[src/rtl/pipe_adder_pkg.sv]
// Shared constants and configuration check for the pipelined N-bit adder.
package pipe_adder_pkg;

  localparam logic OP_ADD = 1'b0;
  localparam logic OP_SUB = 1'b1;

  // Legal when the carry chain splits into SEGS equal, non-empty slices.
  function automatic bit width_segs_ok(input int width, input int segs);
    return (segs >= 1) && (segs <= width) && ((width % segs) == 0);
  endfunction

endpackage

[src/rtl/pipe_adder_seg.sv]
// One carry-chain slice: S-bit add with registered carry-out and valid bit.
// The slice sum is combinational; the top level owns its deskew storage.
module pipe_adder_seg
  import pipe_adder_pkg::*;
#(
  parameter int S = 8
) (
  input  logic         clk,
  input  logic         rst_n,
  input  logic         en,
  input  logic         in_valid,
  input  logic [S-1:0] a,
  input  logic [S-1:0] b,
  input  logic         ci,
  output logic [S-1:0] sum,
  output logic         co,
  output logic         out_valid
);

  logic [S:0] total;
  logic       co_reg;
  logic       valid_reg;

  assign total = {1'b0, a} + {1'b0, b} + {{S{1'b0}}, ci};
  assign sum   = total[S-1:0];

  always_ff @(posedge clk or negedge rst_n) begin
    if (!rst_n) begin
      co_reg    <= 1'b0;
      valid_reg <= 1'b0;
    end else if (en) begin
      co_reg    <= total[S];
      valid_reg <= in_valid;
    end
  end

  assign co        = co_reg;
  assign out_valid = valid_reg;

endmodule

[src/rtl/pipe_nbit_adder.sv]
// Pipelined add/sub with valid/ready handshake, one register stage per carry slice.
// Optional PIPE_NBIT_ADDER_SAT_EN: clamp overflowed results to the signed extreme.
module pipe_nbit_adder
  import pipe_adder_pkg::*;
#(
  parameter int WIDTH = 32,
  parameter int SEGS  = 4
) (
  input  logic             clk,
  input  logic             rst_n,
  input  logic             in_valid,
  output logic             in_ready,
  input  logic [WIDTH-1:0] a,
  input  logic [WIDTH-1:0] b,
  input  logic             ci,
  input  logic             op,
  output logic             out_valid,
  input  logic             out_ready,
  output logic [WIDTH-1:0] sum,
  output logic             co,
  output logic             ovf
);

  localparam int S = (SEGS >= 1) ? (WIDTH / SEGS) : WIDTH;

  if (!width_segs_ok(WIDTH, SEGS)) begin : g_cfg_err
    $error("pipe_nbit_adder: WIDTH must be a multiple of SEGS and SEGS must be in 1..WIDTH");
  end

  logic             stall;
  logic             en;
  logic [WIDTH-1:0] b_eff;
  logic             c_eff;

  // Stall is global; ready depends only on the output side.
  assign stall    = out_valid && !out_ready;
  assign en       = !stall;
  assign in_ready = !stall;

  assign b_eff = (op == OP_SUB) ? ~b : b;
  assign c_eff = (op == OP_SUB) ? ~ci : ci;

  genvar gi;
  for (gi = 0; gi < SEGS; gi++) begin : g_stage
    localparam int LO = (gi + 1) * S;

    logic [S-1:0] sa;
    logic [S-1:0] sb;
    logic [S-1:0] ss;
    logic         sc;
    logic         sv;
    logic         am;
    logic         bm;
    logic         cout;
    logic         vout;

    if (gi == 0) begin : g_src
      assign sa = a[S-1:0];
      assign sb = b_eff[S-1:0];
      assign sc = c_eff;
      assign sv = in_valid;
      assign am = a[WIDTH-1];
      assign bm = b_eff[WIDTH-1];
    end else begin : g_src
      assign sa = g_stage[gi-1].g_mid.a_reg[S-1:0];
      assign sb = g_stage[gi-1].g_mid.b_reg[S-1:0];
      assign sc = g_stage[gi-1].cout;
      assign sv = g_stage[gi-1].vout;
      assign am = g_stage[gi-1].g_mid.am_reg;
      assign bm = g_stage[gi-1].g_mid.bm_reg;
    end

    pipe_adder_seg #(.S(S)) u_seg (
      .clk       (clk),
      .rst_n     (rst_n),
      .en        (en),
      .in_valid  (sv),
      .a         (sa),
      .b         (sb),
      .ci        (sc),
      .sum       (ss),
      .co        (cout),
      .out_valid (vout)
    );

    if (gi < SEGS - 1) begin : g_mid
      // Skew holds operand slices still to be added; deskew holds finished low slices.
      localparam int R = WIDTH - LO;

      logic [R-1:0]  a_reg;
      logic [R-1:0]  b_reg;
      logic [LO-1:0] sum_reg;
      logic          am_reg;
      logic          bm_reg;
      logic [R-1:0]  a_next;
      logic [R-1:0]  b_next;
      logic [LO-1:0] sum_next;

      if (gi == 0) begin : g_ld
        assign a_next   = a[WIDTH-1:S];
        assign b_next   = b_eff[WIDTH-1:S];
        assign sum_next = ss;
      end else begin : g_ld
        assign a_next   = g_stage[gi-1].g_mid.a_reg[R+S-1:S];
        assign b_next   = g_stage[gi-1].g_mid.b_reg[R+S-1:S];
        assign sum_next = {ss, g_stage[gi-1].g_mid.sum_reg};
      end

      always_ff @(posedge clk or negedge rst_n) begin
        if (!rst_n) begin
          a_reg   <= '0;
          b_reg   <= '0;
          sum_reg <= '0;
          am_reg  <= 1'b0;
          bm_reg  <= 1'b0;
        end else if (en) begin
          a_reg   <= a_next;
          b_reg   <= b_next;
          sum_reg <= sum_next;
          am_reg  <= am;
          bm_reg  <= bm;
        end
      end
    end else begin : g_last
      logic [WIDTH-1:0] full;
      logic [WIDTH-1:0] res;
      logic             ovf_next;
      logic [WIDTH-1:0] sum_reg;
      logic             ovf_reg;

      if (gi == 0) begin : g_join
        assign full = ss;
      end else begin : g_join
        assign full = {ss, g_stage[gi-1].g_mid.sum_reg};
      end

      assign ovf_next = (am == bm) && (full[WIDTH-1] != am);

`ifdef PIPE_NBIT_ADDER_SAT_EN
      assign res = !ovf_next ? full :
                   am ? {1'b1, {(WIDTH-1){1'b0}}} : {1'b0, {(WIDTH-1){1'b1}}};
`else
      assign res = full;
`endif

      always_ff @(posedge clk or negedge rst_n) begin
        if (!rst_n) begin
          sum_reg <= '0;
          ovf_reg <= 1'b0;
        end else if (en) begin
          sum_reg <= res;
          ovf_reg <= ovf_next;
        end
      end

      assign sum       = sum_reg;
      assign ovf       = ovf_reg;
      assign co        = cout;
      assign out_valid = vout;
    end
  end

endmodule
[config.mk]
export PLATFORM = sky130hd
export DESIGN_NAME = pipe_nbit_adder
export DESIGN_NICKNAME = d
export VERILOG_FILES = /design/src/rtl/pipe_adder_pkg.sv /design/src/rtl/pipe_adder_seg.sv /design/src/rtl/pipe_nbit_adder.sv
export SDC_FILE = /design/constraint.sdc
export NUM_CORES = 1
export LEC_CHECK = 0
export CELL_PAD_IN_SITES_DETAIL_PLACEMENT = 2
export CELL_PAD_IN_SITES_GLOBAL_PLACEMENT = 2
export CORE_MARGIN = 4
export CORE_UTILIZATION = 35
export CTS_BUF_LIST = sky130_fd_sc_hd__clkbuf_8
export DETAILED_ROUTE_END_ITERATION = 10
export PLACE_DENSITY = 0.89
export SLEW_MARGIN = 20
export SYNTH_ARGS = -nofsm -noshare
export SYNTH_HDL_FRONTEND = slang
export SYNTH_SLANG_ARGS = --single-unit
[constraint.sdc]
create_clock -name clk -period 2.9 [get_ports clk]
set_input_delay 0.87 -clock clk [delete_from_list [all_inputs] [get_ports clk]]
set_output_delay 0.87 -clock clk [all_outputs]
set_load 0.02 [all_outputs]
==> reports/metrics.cfg <==
[status]
status = finished, final reports clean

[clocking]
cts-root-buf = clkbuf_8
cts_buffer_depth = 2
h-tree-depth = 4
cts_tree = done
cts_buffers = 17
clkTransAtPathRegs_ns = 0.11
cts_sinks = 185
clock_latency_ns = 0.47

[worst_setup_path]
worst_ep_required_time_ns = 3.21
cp.arrival_ns = 3.05
crit_buf_inv = 1
setup.worst_path.start = ci
crit_path_top_delay_cell = fa_2
crit_chain = clkdlybuf4s50_1, xor2_1, fa_2, fa_2, a21oi_4, o211ai_1, a21oi_2, xor2_1, o21ai_1
crit_path_start_kind = input pin
reg2reg_to = g_stage[2].g_mid.sum_reg[22]
criticalPathCategory = in -> reg
max_stage_delay_ns = 0.43
rr_startpoint = g_stage[1].u_seg.co
endpoint_kind = flip-flop
crit_family = adder cells
cp_max_fo = 3
r2r_cells = 7
ff2ff_setup_slack_ns = 0.19

[floorplanning]
die_y_um = 163
start_util_pct = 35.6
die_area_sq_um = 26400
placeableCoreArea_sq_um = 23500
num_rows = 56
die_x_um = 163
num_io_pins = 106

[drt]
ant_nets = 0
first_pass_iters = 4
vias = 6458
viasPerCell = 4.81
wl_um = 23600
wl_per_cell_um = 17.5
drt_iter0_drc = 292
drc_errors = 0

[timing]
hold_viol = 0
rsz0062_at_grt = no
fin_crit_ns = 2.73
tightest_slew_ns = 0.747
setup_viol = 0
maxSlewHeadroom_pct = 50.2
max_freq_mhz = 366
final.setup.worst_slack_ns = 0.167
clock_skew_ns = 0.0137
holdWs_ns = 0.264
finalCritPeriodShare_pct = 94.3
drv_slew = 0

[pwr]
leakage_nw = 4.85
cellPowerDensity_nw_per_um2 = 1080
ir_worst_vdd_v = 0.000451

[synth]
ys_async_sr_fraction_pct = 100
ys_warn_count = 0
ys_types = 30
syn_nets = 1023
ys_seq_elements = 185
syn_avg_cell_area_sq_um = 9.12
synth_seq_area_share_pct = 55.3
synthFlopType = dfrtp_1
synth_cells = 917
syn_area_sq_um = 8370
synth_edf_count = 0

[cells_and_area]
layout_common_cells = nand2_1 (450), dfrtp_1 (185), clkdlybuf4s50_1 (101)
final_nets = 1118
final_common_cell = nand2_1
synthToLayoutAreaGrowth_pct = 21.7
drive_above_1_share_pct = 6.15
diodes = 0

[global_routing]
grt-ovfl-total = 0
grt_pass1_wl_um = 38800
grt_start_max_net_pins = 145
grt_pass1_vias = 7281
antenna_found_initial = 1
track_usage_pct = 18.4

[hold_path]
hold_class = in -> async

[place]
place_congestion = 0.784
dp_hpwl_um = 16500
dpl_worst_slack_ns = -0.575
port_buffers = 105

[run]
cap_violations = 0

==> power breakdown <==
part	switching [mW]	internal (mW)
Sequential	0.775	3.72
Combinational	2.86	1.91
Clock	1.04	0.653
==> worst max path at each step <==
stage	depth (start not counted)	slack (ns)	end
after floorplan	10	0.02	g_stage[0].g_mid.sum_reg[6]
after global placement	9	-0.30	g_stage[0].g_mid.sum_reg[6]
after detailed placement	9	-0.57	g_stage[0].g_mid.sum_reg[6]
after CTS	9	0.02	g_stage[0].g_mid.sum_reg[6]
after global routing	9	0.10	g_stage[0].g_mid.sum_reg[6]
final	9	0.17	g_stage[0].g_mid.sum_reg[6]
==> stage by stage <==
stage / setup TNS, ns / utilization [%] / std cells / area (sq um) / power, mW
global route: 0 / 43.4 / 1344 / 10200 / 11.9
CTS: 0 / 43.3 / 1344 / 10200 / 11.1
global placement: -0.792 / 41.7 / 1312 / 9790 / 8.81
detailed placement: -1.95 / 41.7 / 1312 / 9790 / 9.32
finish: 0 / 43.4 / 1344 / 10200 / 11.0
floorplan: 0 / - / 917 / 8400 / 7.36
==> synthesized netlist by cell type (2+ instances only) <==
cell        n  area, sq um
nand2_1   450         1690
dfrtp_1   185         4630
o21ai_0    61          305
buf_2      28          140
ha_1       28          350
xnor2_1    28          245
xor2_1     22          193
a21oi_1    16         80.1
nor3_1     16         80.1
clkbuf_1   12         45.0
fa_1        8          160
nor2_1      8         30.0
o211ai_1    8         60.1
nand2b_1    5         31.3
a211oi_1    4         30.0
a211oi_2    4         50.1
a21o_1      4         30.0
inv_1       4         15.0
nor2b_1     4         25.0
o21bai_1    4         30.0
or3_1       4         25.0
a31oi_1     3         18.8
buf_4       3         22.5
o21ai_2     2         17.5
==> logic make-up after synthesis <==
kind of cell	synth area share, %
adder cells (fa/ha/maj)	6.10
AO/OA/AOI/OAI	7.84
XOR/XNOR	5.23
AND/OR/NAND/NOR	22.6
flip-flops	55.3
buffers and inverters	2.84
==> final cells by class <==
class                      instances  area (sq um)
fill                            2563         13300
sequential                       185          4630
multi-input combinational        683          3530
timing repair buffer             120          1220
tap                              319           399
clock buffer                      18           248
clock inverter                    14           130
inverter                           5          21.3
==> worst register-to-register path: stages (launching register included) <==
cell and delay [ns]:
dfrtp_1 0.42, fa_1 0.53, fa_1 0.45, a21oi_1 0.35, o211ai_1 0.16, a21oi_1 0.27
xor2_1 0.29, o21ai_0 0.11
==> metal layers <==
metal | vias to the layer above | track usage [%] | part of all wire, %
met4 | 2 | 3.70 | 0.89
li1 | 3107 | - | -
met1 | 3231 | 23.7 | 45
met3 | 19 | 2.89 | 2.8
met2 | 99 | 33.0 | 52
met5 | - | 0 | 0.055
==> timing repair <==
action | in CTS | in global routing
endpoints found under the hold margin | 0 | 0
setup buffers | 0 | 0
endpoints found under the setup margin | 1 | 1
pin swaps | 0 | 1
hold buffers | 0 | 0
gates resized for setup | 1 | 2
(Power assumes the default switching activity.)
